--- config.mk ---
export PLATFORM = sky130hd
export DESIGN_NAME = sync_fifo_flat
export DESIGN_NICKNAME = d
export VERILOG_FILES = /design/src/rtl/sync_fifo_if.sv /design/src/rtl/sync_fifo.sv /design/src/flat_wrapper.sv
export SDC_FILE = /design/constraint.sdc
export NUM_CORES = 1
export LEC_CHECK = 0
export ABC_AREA = 1
export ABC_CLOCK_PERIOD_IN_PS = 4050
export BUFFER_PORTS_ARGS = -buffer_cell sky130_fd_sc_hd__buf_2
export CELL_PAD_IN_SITES_DETAIL_PLACEMENT = 0
export CELL_PAD_IN_SITES_GLOBAL_PLACEMENT = 2
export CORE_MARGIN = 2
export CORE_UTILIZATION = 42
export DETAILED_ROUTE_END_ITERATION = 16
export PLACE_DENSITY = 0.78
export SETUP_SLACK_MARGIN = 0.4
export SYNTH_ARGS = -nofsm -noshare
export SYNTH_HDL_FRONTEND = slang
export SYNTH_SLANG_ARGS = --single-unit
--- constraint.sdc ---
create_clock -name i_clk -period 4.05 [get_ports i_clk]
set_input_delay 0.405 -clock i_clk [delete_from_list [all_inputs] [get_ports i_clk]]
set_output_delay 0.405 -clock i_clk [all_outputs]
set_load 0.03 [all_outputs]
--- src/rtl/sync_fifo_if.sv ---
// Handshake, data and status bundle for sync_fifo. The FIFO takes the slave view and
// the producer/consumer takes the master view.
interface sync_fifo_if #(
  parameter int unsigned DATA_WIDTH = 32,
  parameter int unsigned DEPTH      = 32
);
  localparam int unsigned CntW = $clog2(DEPTH) + 1;

  logic                  i_flush;
  logic                  i_write_en;
  logic [DATA_WIDTH-1:0] i_data;
  logic                  i_read_en;
  logic [DATA_WIDTH-1:0] o_data;
  logic                  o_valid;
  logic                  o_full;
  logic                  o_empty;
  logic                  o_almost_full;
  logic                  o_almost_empty;
  logic [CntW-1:0]       o_count;
  logic                  o_overflow;
  logic                  o_underflow;

  modport slave (
    input  i_flush, i_write_en, i_data, i_read_en,
    output o_data, o_valid, o_full, o_empty, o_almost_full, o_almost_empty,
           o_count, o_overflow, o_underflow
  );

  modport master (
    output i_flush, i_write_en, i_data, i_read_en,
    input  o_data, o_valid, o_full, o_empty, o_almost_full, o_almost_empty,
           o_count, o_overflow, o_underflow
  );
endinterface

--- src/rtl/sync_fifo.sv ---
// Single-clock FIFO with registered or first-word-fall-through read, fill count,
// almost-full/almost-empty thresholds, synchronous flush and sticky error flags.
module sync_fifo #(
  parameter int unsigned DATA_WIDTH = 32,
  parameter int unsigned DEPTH      = 32,
  parameter int unsigned FWFT       = 0,
  parameter int unsigned AF_THRESH  = DEPTH - 2,
  parameter int unsigned AE_THRESH  = 2
) (
  input  logic        i_clk,
  input  logic        i_rst,
  sync_fifo_if.slave  bus
);
  localparam int unsigned PtrW = $clog2(DEPTH);
  localparam int unsigned CntW = PtrW + 1;
  localparam logic [CntW-1:0] Full = CntW'(DEPTH);
  localparam logic [CntW-1:0] AfTh = CntW'(AF_THRESH);
  localparam logic [CntW-1:0] AeTh = CntW'(AE_THRESH);

  if (DEPTH < 2 || (DEPTH & (DEPTH - 1)) != 0) begin : g_bad_depth
    $error("sync_fifo: DEPTH must be a power of two >= 2");
  end
  if (DATA_WIDTH < 1) begin : g_bad_width
    $error("sync_fifo: DATA_WIDTH must be >= 1");
  end
  if (AF_THRESH < 1 || AF_THRESH > DEPTH) begin : g_bad_af
    $error("sync_fifo: AF_THRESH out of range 1..DEPTH");
  end
  if (AE_THRESH > DEPTH - 1) begin : g_bad_ae
    $error("sync_fifo: AE_THRESH out of range 0..DEPTH-1");
  end

  logic [DATA_WIDTH-1:0] mem_q [DEPTH];
  logic [PtrW-1:0]       wptr_q, wptr_d, rptr_q, rptr_d;
  logic [CntW-1:0]       count_q, count_d;
  logic [DATA_WIDTH-1:0] rdata_q, rdata_d;
  logic                  valid_q, valid_d;
  logic                  ovf_q, ovf_d, unf_q, unf_d;
  logic                  empty, full, rd_acc, wr_acc;

  assign empty  = (count_q == '0);
  assign full   = (count_q == Full);
  assign rd_acc = bus.i_read_en && !empty;
  // A read in the same cycle frees the slot, so a full FIFO still takes the write.
  assign wr_acc = bus.i_write_en && (!full || rd_acc);

  always_comb begin
    wptr_d  = wptr_q;
    rptr_d  = rptr_q;
    count_d = count_q;
    rdata_d = rdata_q;
    valid_d = 1'b0;
    ovf_d   = ovf_q;
    unf_d   = unf_q;
    if (bus.i_flush) begin
      wptr_d  = '0;
      rptr_d  = '0;
      count_d = '0;
      ovf_d   = 1'b0;
      unf_d   = 1'b0;
    end else begin
      if (wr_acc) wptr_d = wptr_q + PtrW'(1);
      if (rd_acc) begin
        rptr_d  = rptr_q + PtrW'(1);
        rdata_d = mem_q[rptr_q];
        valid_d = 1'b1;
      end
      if (wr_acc && !rd_acc) count_d = count_q + CntW'(1);
      if (rd_acc && !wr_acc) count_d = count_q - CntW'(1);
      if (bus.i_write_en && !wr_acc) ovf_d = 1'b1;
      if (bus.i_read_en && empty)    unf_d = 1'b1;
    end
  end

  always_ff @(posedge i_clk) begin
    if (!i_rst) begin
      wptr_q  <= '0;
      rptr_q  <= '0;
      count_q <= '0;
      rdata_q <= '0;
      valid_q <= 1'b0;
      ovf_q   <= 1'b0;
      unf_q   <= 1'b0;
    end else begin
      wptr_q  <= wptr_d;
      rptr_q  <= rptr_d;
      count_q <= count_d;
      rdata_q <= rdata_d;
      valid_q <= valid_d;
      ovf_q   <= ovf_d;
      unf_q   <= unf_d;
    end
  end

  // Storage is not reset; writes are blocked during reset and flush cycles.
  always_ff @(posedge i_clk) begin
    if (i_rst && !bus.i_flush && wr_acc) mem_q[wptr_q] <= bus.i_data;
  end

  assign bus.o_data         = (FWFT != 0) ? mem_q[rptr_q] : rdata_q;
  assign bus.o_valid        = (FWFT != 0) ? !empty : valid_q;
  assign bus.o_full         = full;
  assign bus.o_empty        = empty;
  assign bus.o_almost_full  = (count_q >= AfTh);
  assign bus.o_almost_empty = (count_q <= AeTh);
  assign bus.o_count        = count_q;
  assign bus.o_overflow     = ovf_q;
  assign bus.o_underflow    = unf_q;

`ifdef FORMAL
  always_ff @(posedge i_clk) begin
    if (i_rst) begin
      assert (count_q <= Full);
      assert (!(full && empty));
      assert ((count_q == CntW'(wptr_q - rptr_q)) || (full && wptr_q == rptr_q));
    end
  end
`endif
endmodule

--- src/flat_wrapper.sv ---
// flat-port wrapper written by rule: the top's interface ports become plain ports
module sync_fifo_flat 
#(
  parameter int unsigned DATA_WIDTH = 32,
  parameter int unsigned DEPTH      = 32,
  parameter int unsigned FWFT       = 0,
  parameter int unsigned AF_THRESH  = DEPTH - 2,
  parameter int unsigned AE_THRESH  = 2
)
  (i_clk, i_rst, bus_i_flush, bus_i_write_en, bus_i_data, bus_i_read_en, bus_o_data, bus_o_valid, bus_o_full, bus_o_empty, bus_o_almost_full, bus_o_almost_empty, bus_o_count, bus_o_overflow, bus_o_underflow);
  sync_fifo_if #(.DATA_WIDTH(DATA_WIDTH), .DEPTH(DEPTH)) bus_i ();
  input  logic i_clk;
  input  logic i_rst;
  input wire logic [$bits(bus_i.i_flush)-1:0] bus_i_flush;
  input wire logic [$bits(bus_i.i_write_en)-1:0] bus_i_write_en;
  input wire logic [$bits(bus_i.i_data)-1:0] bus_i_data;
  input wire logic [$bits(bus_i.i_read_en)-1:0] bus_i_read_en;
  output wire logic [$bits(bus_i.o_data)-1:0] bus_o_data;
  output wire logic [$bits(bus_i.o_valid)-1:0] bus_o_valid;
  output wire logic [$bits(bus_i.o_full)-1:0] bus_o_full;
  output wire logic [$bits(bus_i.o_empty)-1:0] bus_o_empty;
  output wire logic [$bits(bus_i.o_almost_full)-1:0] bus_o_almost_full;
  output wire logic [$bits(bus_i.o_almost_empty)-1:0] bus_o_almost_empty;
  output wire logic [$bits(bus_i.o_count)-1:0] bus_o_count;
  output wire logic [$bits(bus_i.o_overflow)-1:0] bus_o_overflow;
  output wire logic [$bits(bus_i.o_underflow)-1:0] bus_o_underflow;
  assign bus_i.i_flush = bus_i_flush;
  assign bus_i.i_write_en = bus_i_write_en;
  assign bus_i.i_data = bus_i_data;
  assign bus_i.i_read_en = bus_i_read_en;
  assign bus_o_data = bus_i.o_data;
  assign bus_o_valid = bus_i.o_valid;
  assign bus_o_full = bus_i.o_full;
  assign bus_o_empty = bus_i.o_empty;
  assign bus_o_almost_full = bus_i.o_almost_full;
  assign bus_o_almost_empty = bus_i.o_almost_empty;
  assign bus_o_count = bus_i.o_count;
  assign bus_o_overflow = bus_i.o_overflow;
  assign bus_o_underflow = bus_i.o_underflow;
  sync_fifo #(.DATA_WIDTH(DATA_WIDTH), .DEPTH(DEPTH), .FWFT(FWFT), .AF_THRESH(AF_THRESH), .AE_THRESH(AE_THRESH)) u_core (.i_clk(i_clk), .i_rst(i_rst), .bus(bus_i));
endmodule
### Word-level counts from Yosys, hierarchy flattened

Memories as Yosys holds them, arrays and structs flattened. A register that Yosys moved wholly into a read port is not among the register bits.
Index checks and enable logic that the tools add are counted.

* output and inout port bits: 45
* input port bits: 37
* memories kept: 1
* bits in writable memories: 1024
* logic and storage cells: 40
* flip-flop bits (word level): 19

* mux-type cells: 5
* bitwise logic cells: 2
* $add $sub $neg: 4
* order comparisons: 2
* reduce and logical (&&, ||, !) cells: 19
* equality and inequality tests: 1

Memory list
* u_core.mem_q: depth 32, width 32, rd ports 1, clocked after memory_dff 1, write ports 1, line sync_fifo.sv:33 `logic [DATA_WIDTH-1:0] mem_q [DEPTH];`

Operators by type and width (count)
* 6-bit 2-to-1 mux: 2
* 5-bit by 1-bit adder with 5-bit output, second input constant: 2
* 1-bit logical AND: 8
* 6-bit by 1-bit adder with 6-bit output, second input constant: 1
* 6-bit equality test, second input constant: 1
* 6-bit by 5-bit greater-or-equal comparator with 1-bit output, second input constant: 1
* 6-bit by 2-bit <= comparator with 1-bit output, second input constant: 1
* 1-bit logical NOT: 6
* 6-bit logical NOT: 1
* 6-bit by 1-bit subtractor with 6-bit output, second input constant: 1
* 1-bit 2-to-1 mux: 3
* 1-bit inverter: 2
* 2-bit AND reduction: 1
* 2-bit nonzero test: 1
* 2-bit OR reduction: 1
* 1-bit logical OR: 1

### Logic depth before layout (Yosys ltp)

Gate-level depths: netlist of the first run.

* word-level depth: 8
* depth in mapped cells: 17
* gate-level depth less buffers: 17

### Least setup slack after synthesis of the first run

OpenSTA, ideal clock, no wires.

* path kind: reg2reg
* start point: register u_core.count_q[1], in the netlist u_core.bus.o_count[1]
* end point: memory u_core.mem_q[0][0] (enable)
* clock period less this slack: 3332 ps
* data arrival time: 2911 ps
* stages on the path, launching flop included: 9
* required time: 3629 ps
* path buffers: 0
* path slack: 718 ps
* setup time: 421 ps
* path through: dfxtp_1 > inv_2 > nand2_1 > nor3_1 > nand2_1 > nand2_1 > nor2_1 > nand2_1 > nor2_1

* elaborated cells on any way between the ends: 10
* those cells by class: eq/ne: 1; mux: 2; reduce/logical: 7

RTL lines
* start, declared: line sync_fifo.sv:35 `logic [CntW-1:0] count_q, count_d;`
* start signal, assigned: line sync_fifo.sv:87 `count_q <= count_d;`
* 6-bit equality test: line sync_fifo.sv:42 `assign full = (count_q == Full);`
* via bus_o_full: line flat_wrapper.sv:20 `output wire logic [$bits(bus_i.o_full)-1:0] bus_o_full;`
* 1-bit logical NOT: line sync_fifo.sv:45 `assign wr_acc = bus.i_write_en && (!full || rd_acc);`
* 1-bit logical OR: line sync_fifo.sv:45
* 1-bit logical AND: line sync_fifo.sv:45
* 1-bit logical AND: line sync_fifo.sv:97 `if (i_rst && !bus.i_flush && wr_acc) mem_q[wptr_q] <= bus.i_data;`
* 1-bit 2-to-1 mux: line sync_fifo.sv:97
* 1-bit 2-to-1 mux (not written as such): line sync_fifo.sv:97
* end, declared: line sync_fifo.sv:33

The timed path passes the listed nets, and every way through them passes these cells.

### Worst setup path after layout of the first run

* start point: register u_core.count_q[1], in the netlist u_core.bus.o_count[1]
* end point: memory u_core.mem_q[19][4] (enable)

* longest elaborated chain between the ends: 8
* elaborated cells on any way between the ends: 10
* those cells by class: eq/ne: 1; mux: 2; reduce/logical: 7

RTL lines
* 6-bit logical NOT: line sync_fifo.sv:41 `assign empty = (count_q == '0);`
* 1-bit logical NOT: line sync_fifo.sv:43 `assign rd_acc = bus.i_read_en && !empty;`
* 1-bit logical AND: line sync_fifo.sv:43
* 1-bit logical OR *: line sync_fifo.sv:45
* 1-bit logical AND *: line sync_fifo.sv:45
* 1-bit logical AND *: line sync_fifo.sv:97
* 1-bit 2-to-1 mux *: line sync_fifo.sv:97
* 1-bit 2-to-1 mux (not written as such) *: line sync_fifo.sv:97

Mark *: on every way between the ends. The rest lies on a longest branch, timed or not.

==> results of run 1 <==
==> cell type report <==
type / instances / area [um2]
clock inverter: 55 / 544
tap: 1391 / 1740
inverter: 445 / 1690
timing repair buffer: 172 / 1340
fill: 9603 / 54700
multi-input combinational: 2450 / 10600
sequential: 1075 / 31800
clock buffer: 154 / 3170
==> report_power, final <==
part / internal [mW] / total (mW) / switching, mW
registers: 12.2 / 12.2 / 0.0442
logic: 0.329 / 1.33 / 1.00
clock network: 6.14 / 10.4 / 4.30
==> how the worst max path moves through the flow <==
stage               depth (start not counted)             startpoint                   to  slack, ns
global route                               10  u_core.bus.o_count[1]  u_core.mem_q[23][5]       0.78
finish                                     10  u_core.bus.o_count[1]  u_core.mem_q[19][4]       0.98
CTS                                        10  u_core.bus.o_count[1]  u_core.mem_q[19][8]       0.95
floorplan                                   8  u_core.bus.o_count[1]   u_core.mem_q[0][0]       0.72
global placement                            9            bus_i_flush  u_core.mem_q[19][4]       0.83
detailed placement                          9            bus_i_flush  u_core.mem_q[19][4]       0.92
==> cells by family (layout without fill, tap and decap cells) <==
kind of cell	after synthesis	after routing
DFF	1075	1075
AOI/OAI and AO/OA	154	154
and+or+nand+nor	2282	2282
adders and majority gates	10	10
buffers and inverters	666	826
xor gates and xnor gates	4	4
==> state kept, by name (all words and copies together) (netlist names) <==
name                    count
u_core.bus.o_data          32
u_core.bus.o_underflow      1
u_core.rptr_q               5
u_core.bus.o_overflow       1
u_core.wptr_q               5
u_core.bus.o_count          6
u_core.bus.o_valid          1
u_core.mem_q             1024
==> cell usage in the layout (no fill, tap or decap), drive strengths merged, types with 45 or more instances in the layout <==
cell    instances
a21oi         107
buf           170
clkbuf        154
clkinv         45
dfxtp          51
edfxtp       1024
inv           442
nand2        1406
nand3         618
nor2          249
==> routing by layer <==
layer / vias to the layer above / GRT usage (%) / routed length, um
met2: 808 / 37.8 / 60500
met4: 4 / 6.76 / 3160
met5: - / 0 / 17
li1: 14035 / - / -
met3: 154 / 3.44 / 7360
met1: 14474 / 35.1 / 60500
==> results.cfg, run 1 <==
[run_status]
outcome = complete, no violations

[power]
ir_drop_mv = 0.369
leakage_nw = 19.8
p_total_mw = 24.0
p_per_area_nw_per_um2 = 472

[flow_run]
drv_cap = 0

[clocking]
numCtsBuffers = 114
worst_setup_hold_path_clk_slew_ns = 0.06
htreeDepth = 3
cts.sinks = 1075
cts_setup_buffers = 0
cts_tree = done
root_buffer = clkbuf_16
ctsHoldBuffers = 2
cts_repair_resize_count = 0
clockBufferDepth = 3
clock_latency_ns = 0.70

[worst_setup_path]
worst-path-max-fanout = 18
cp_common_cell = nand2_1
arrival_ns = 3.40
worstPathRequired_ns = 4.37
end_kind = register
r2r-start = u_core.bus.o_count[1]
crit_slowest_cell = buf_4
crit_chain = inv_2 -> nand2_1 -> nor3_1 -> nand2_1 -> nand2_1 -> nor2_1 -> nand2_1 -> buf_4 -> nor2_4 -> buf_4
reg2reg_slack_ns = 0.98
crit_family = simple AND/OR/NAND/NOR gates
cp-start-kind = register
cp_slowest_stage_delay_ns = 0.58
reg2regPathDepth = 10
worst_r2r_endpoint = u_core.mem_q[19][4]
crit_type = reg -> reg
cp_num_buf_inv = 3

[synthesis]
synthAdderAreaFrac_pct = 0.296
yosysSeqAreaShare_pct = 70.9
synth_area_leaders = edfxtp_1 69%, nand2_1 12%, nand3_1 6.9%
synth_commonest_cells = 1405 x nand2_1, 1024 x edfxtp_1, 618 x nand3_1
synthFlopType = edfxtp_1
synth_nets = 4238
synth_compound_area_share_pct = 1.74
synthSimpleGateAreaFrac_pct = 20.9
ys_ff_latch = 1075
synth_top_area_share_pct = 68.6
synthMuxAreaShare_pct = 0
synth_top_family_by_area = simple AND/OR/NAND/NOR gates
syn_area_um2 = 44800
async_flop_share_pct = 0
synth_cells = 4191
syn_area_per_cell_um2 = 10.7
synth_edf_count = 1024
synth.largest_area_cell = edfxtp_1
synthXorXnorAreaFrac_pct = 0.0781
synth.distinct_cells = 25
synth_warnings = 0
synth_most_common_cell = nand2_1

[routing]
wl_per_cell_um = 22.9
remaining_drc_errors = 0
antenna_left = 0
drt_iter0_drc = 2835
vias = 29475
first_pass_iters = 5
routed_wl_mm = 131
vias_per_cell = 5.13

[floorplan]
dieArea_um2 = 109000
initial_utilization_pct = 42.5
die_w_um = 331
rows = 119
die_h_um = 331
pin_count = 82
core_um2 = 106000

[finish]
antennaDiodeCount = 0
finalNonFillerCells = 5742
drive_above_1_share_pct = 8.69
fin_area_um2 = 50800
final_core_util_pct = 48.2
area_growth_pct = 13.4
layout.nets = 4305

[place]
hpwl_mm = 68.0
pre_cts_slack_ns = 0.919
port_buffers = 81
placed_area_um2 = 47100
gp_congestion = 0.775
placedCellCount = 5531

[sta]
relSlewSlack_pct = 15.9
fin_setup_tns_ns = 0
setup_viol = 0
setup_ws_ns = 0.976
tightest_slew_ns = 1.26
rsz0062_at_grt = no
fin_crit_sh_pct = 75.9
holdWs_ns = 0.228
slew_viol_final = 0
fin_skew_ns = 0.0220
fin_crit_ns = 3.07
fmax_mhz = 325
hold_violations = 0

[global_route]
antenna_found_initial = 6
groute.usage.overall_pct = 24.1
grt_pass1_vias = 27894
grt_pass1_wl_mm = 191
gr-total-overflow = 0
grt_max_degree = 137

[hold_path]
whs_endpoint = u_core.mem_q[8][31]
worstHoldStart = bus_i_data[31]
hold_depth = 1
hold_path.class = in -> reg
(Power assumes the default switching activity.)
==> run 2: changes to the inputs <==
ABC_AREA = 0   (was 1)
ABC_CLOCK_PERIOD_IN_PS = 3000   (was 4050)
CORE_UTILIZATION = 47   (was 42)
PLACE_DENSITY = 0.75   (was 0.78)
clock period = 3 ns   (was 4.05 ns; I/O delays follow)
==> run 2 against run 1 <==
- clock-buffer cell count increased by 2
- non-clock buffer count grew 19
- largest power group unchanged
- worst hold slack worse by 0.11 ns
- core utilization is 6.6 points higher
==> results.cfg, run 2 <==
[synthesis]
synth_most_common_cell = edfxtp_1
synth_area_leaders = edfxtp_1 75%, mux4_2 8.8%, mux2i_1 5.5%
synth_top_area_share_pct = 74.8
synth_edf_count = 1024
syn_area_per_cell_um2 = 20.3
synthFlopType = edfxtp_1
synth.distinct_cells = 59
synth_commonest_cells = 1024 x edfxtp_1, 226 x mux2i_1, 160 x mux4_2
ys_ff_latch = 1075
async_flop_share_pct = 0
synth_warnings = 0
syn_area_um2 = 41100
synth_cells = 2026
yosysSeqAreaShare_pct = 77.2
synth_nets = 2073
synth.largest_area_cell = edfxtp_1

[finish]
largest_register_ffs = 1024
layout.nets = 2252
top_register = u_core.mem_q
area_growth_pct = 15.6
fillers = 6624
drive_above_1_share_pct = 24.8
mostFrequentLayoutCells = 1024 x edfxtp_1, 226 x mux2i_1, 160 x mux4_2
mostFrequentLayoutCell = edfxtp_1
final_core_util_pct = 54.8

[global_route]
gr-total-overflow = 0
grt_pass1_vias = 20987
gr-max-usage-layer = met2
grt_pass1_wl_mm = 148
groute.usage.overall_pct = 22.9
antenna_found_initial = 3
grt_use_met1_pct = 32.9
grt.met3_usage_pct = 3.33
grt_max_degree = 66
use_met2_pct = 37.1

[floorplan]
dieArea_um2 = 89900
rows = 108
die_w_um = 300
die_h_um = 300
core_um2 = 86800
initial_utilization_pct = 47.4
pin_count = 82

[sta]
fin_crit_sh_pct = 85.9
fmax_mhz = 388
hold_violations = 0
fin_crit_ns = 2.58
setup_viol = 0
fin_skew_ns = 0.0283
tightest_slew_ns = 0.872
relSlewSlack_pct = 41.8
fin_setup_tns_ns = 0
rsz0062_at_grt = yes
slew_viol_final = 0

[place]
port_buffers = 81
hpwl_mm = 58.2
gp_congestion = 0.822

[worst_setup_path]
crit_type = reg -> reg
crit_slowest_cell = or4_4
cp-start-kind = register
worstPathRequired_ns = 3.58
worst-path-max-fanout = 7
end_kind = register
cp_slowest_stage_delay_ns = 0.57
arrival_ns = 3.16
cp_common_cell = mux2i_1
crit_chain = or4_4 -> o31ai_4 -> or2_4 -> inv_4 -> ha_4 -> a211oi_4 -> o21bai_1 -> a21oi_1 -> mux2i_1 -> mux2i_1

[routing]
wl_per_cell_um = 29.7
antenna_left = 0
vias_per_cell = 6.00
drt_iter0_drc = 2106
routed_wl_mm = 103
vias = 20711
first_pass_iters = 5
remaining_drc_errors = 0

[clocking]
htreeDepth = 3
worst_setup_hold_path_clk_slew_ns = 0.06
root_buffer = clkbuf_16
cts_tree = done
numCtsBuffers = 107
cts.sinks = 1075
clock_latency_ns = 0.67
clockBufferDepth = 3

[power]
p_total_mw = 30.2
ir_drop_mv = 0.521
leakage_nw = 14.7
p_per_area_nw_per_um2 = 635

[flow_run]
drv_cap = 0

[run_status]
outcome = complete, no violations

[hold_path]
hold_path.class = in -> reg
-- run 2: through the flow --
step           hold WS [ns]  instances  setup WS [ns]  area (um2)
4_1_cts              0.0567       3451          0.377       47500
3_5_place_dp          0.449       3243          0.210       44000
6_report              0.114       3453          0.422       47500
3_3_place_gp          0.452       3243          0.255       44000
2_1_floorplan         0.399       2026          0.150       41400
5_1_grt               0.136       3452          0.289       47500
-- run 2: final timing paths --
path	startpoint	to	slack (ns)	depth (start not counted)
max reg2reg	u_core.bus.o_count[3]	u_core.bus.o_count[5]	0.42	10
max	u_core.bus.o_count[3]	u_core.bus.o_count[5]	0.42	10
min	bus_i_flush	u_core.bus.o_count[5]	0.11	5
min reg2reg	u_core.bus.o_underflow	u_core.bus.o_underflow	0.47	2
-- run 2: final cells by class --
cell class              instances  area [um2]  area share [%]
flip-flops and latches       1075       31800            66.9
multi-input cells             821        9170            19.3
clock buffers                 156        3040            6.39
repair buffers                191        1690            3.56
well taps                    1155        1450            3.04
clock inverters                45         357           0.750
inverters                       9        37.5          0.0790
diodes                          1        2.50         0.00526
-- run 2: power breakdown --
| part | internal, mW | leakage, nW | switching, mW |
|---|---|---|---|
| combinational | 0.295 | 3.37 | 0.581 |
| sequential | 16.5 | 9.62 | 0.0382 |
| clock | 7.35 | 1.67 | 5.48 |
-- run 2: what timing repair did --
action	4_1_cts	5_1_grt
endpoints found under the setup margin	766	116
pin swaps	7	2
hold endpoints to repair	1	0
setup buffers	6	1
hold buffers	1	0
resized for setup	9	5
-- run 2: worst max-delay path: cells and delay by family, from the launching register on --
kind | cells | cell delay, ns
compound gates | 4 | 0.69
fa+ha+maj | 1 | 0.22
buf+inv | 1 | 0.05
flops | 1 | 0.37
mux | 2 | 0.43
simple gates | 2 | 0.74
-- run 2: per-layer routing --
metal	wire length (um)	up-vias
li1	-	8815
met1	43900	11059
met3	6350	135
met2	50100	698
met4	2210	4
met5	22	-
-- run 2: cells by family (layout without fill, tap and decap cells) --
group | after synthesis | in the layout | synth area share (%)
AOI/OAI and AO/OA | 312 | 312 | 5.35
DFF | 1075 | 1075 | 77.2
and+or+nand+nor | 103 | 103 | 1.21
xor gates and xnor gates | 9 | 9 | 0.192
buffers and inverters | 130 | 401 | 1.39
adders and majority gates | 10 | 10 | 0.322
muxes | 387 | 387 | 14.3
other | 0 | 1 | 0
==> run 3: changes to the inputs <==
ABC_CLOCK_PERIOD_IN_PS = 3140   (was 3000)
clock period = 3.14 ns   (was 3 ns; I/O delays follow)
==> run 3 against run 2 <==
- register-to-register slack worse by 0.16 ns
- core utilization rose by 0.092 points
- critical endpoint is now u_core.mem_q[0][21]
- worst hold slack got worse by 0.057 ns
- first-iteration DRC count down 6.1%
==> results.cfg, run 3 (same netlist as run 2, synthesis figures left out) <==
[run_status]
outcome = complete, no violations

[clocking]
clockBufferDepth = 3
root_buffer = clkbuf_16
clock_latency_ns = 0.67
cts_tree = done
numCtsBuffers = 106
cts.sinks = 1075
htreeDepth = 3
worst_setup_hold_path_clk_slew_ns = 0.07

[power]
ir_drop_mv = 0.482
p_total_mw = 29.4
leakage_nw = 14.7
p_per_area_nw_per_um2 = 618

[sta]
relSlewSlack_pct = 17.3
holdWs_ns = 0.0570
fin_skew_ns = 0.0254
fin_crit_sh_pct = 91.7
fin_setup_tns_ns = 0
tightest_slew_ns = 1.24
setup_ws_ns = 0.260
hold_violations = 0
slew_viol_final = 0
fmax_mhz = 347
rsz0062_at_grt = yes
setup_viol = 0
fin_crit_ns = 2.88

[finish]
antennaDiodeCount = 0
finalNonFillerCells = 3450
mostFrequentLayoutCell = edfxtp_1
final_core_util_pct = 54.9
layout.nets = 2253
fin_area_um2 = 47600
drive_above_1_share_pct = 25.4
area_growth_pct = 15.8
mostFrequentLayoutCells = 1024 x edfxtp_1, 226 x mux2i_1, 160 x mux4_2
largest_register_ffs = 1024
top_register = u_core.mem_q

[global_route]
grt_max_degree = 51
gr-total-overflow = 0
grt_pass1_vias = 20756
antenna_found_initial = 0
groute.usage.overall_pct = 22.4
grt_pass1_wl_mm = 146

[place]
gp_congestion = 0.799
placed_area_um2 = 43900
pre_cts_slack_ns = 0.186
hpwl_mm = 60.0
placedCellCount = 3240
port_buffers = 81

[floorplan]
initial_utilization_pct = 47.4
rows = 108
dieArea_um2 = 89900
core_um2 = 86800
die_h_um = 300
die_w_um = 300
pin_count = 82

[worst_setup_path]
arrival_ns = 3.27
worstPathRequired_ns = 3.53
r2r-start = u_core.bus.o_count[1]
critPathLaunch = u_core.bus.o_count[1]
end_kind = register
worst-path-max-fanout = 32
cp-start-kind = register
crit_type = reg -> reg

[routing]
antenna_left = 0
vias = 20510
first_pass_iters = 5
vias_per_cell = 5.94
routed_wl_mm = 101
wl_per_cell_um = 29.3
drt_iter0_drc = 1977
remaining_drc_errors = 0

[flow_run]
drv_cap = 0

[hold_path]
worstHoldStart = bus_i_read_en
hold_path.class = in -> reg
-- run 3: timing repair --
item | CTS | global route
endpoints found under the hold margin | 0 | 0
buffers inserted | 5 | 4
setup endpoints to repair | 995 | 914
pin swaps | 14 | 7
cloned | 3 | 1
gates resized for setup | 9 | 6
hold buffers | 0 | 0
-- run 3: cell type report --
cell class,instances,area (um2)
multi-input combinational,825,9170
sequential,1075,31800
timing repair buffer,189,1640
inverter,9,35.0
clock buffer,132,2820
tap,1155,1450
fill,6591,39100
clock inverter,65,716
-- run 3: critical path: stages, from the launching register on --
cell,delay (ns)
dfxtp_4,0.38
or4_4,0.57
buf_4,0.18
o41a_1,0.33
and2_2,0.26
nand2_2,0.34
buf_4,0.26
nor2_4,0.06
buf_12,0.20
-- run 3: power by group --
part	internal [mW]	switching, mW	total, mW
logic	0.292	0.585	0.878
registers	15.7	0.0322	15.8
clock network	7.59	5.21	12.8
-- run 3: worst paths after layout --
path,endpoint,slack (ns),cells past startpoint
max,u_core.mem_q[0][21],0.26,8
min,u_core.bus.o_underflow,0.06,3
min reg2reg,u_core.bus.o_overflow,0.48,2
max reg2reg,u_core.mem_q[0][21],0.26,8
-- run 3: layer usage --
layer | GRT usage, % | vias to the layer above | part of all wire [%]
li1 | - | 8823 | -
met1 | 29.4 | 10936 | 41
met2 | 39.6 | 615 | 52
met3 | 2.66 | 136 | 4.7
met4 | 6.63 | 0 | 2.3
met5 | 0 | - | 0
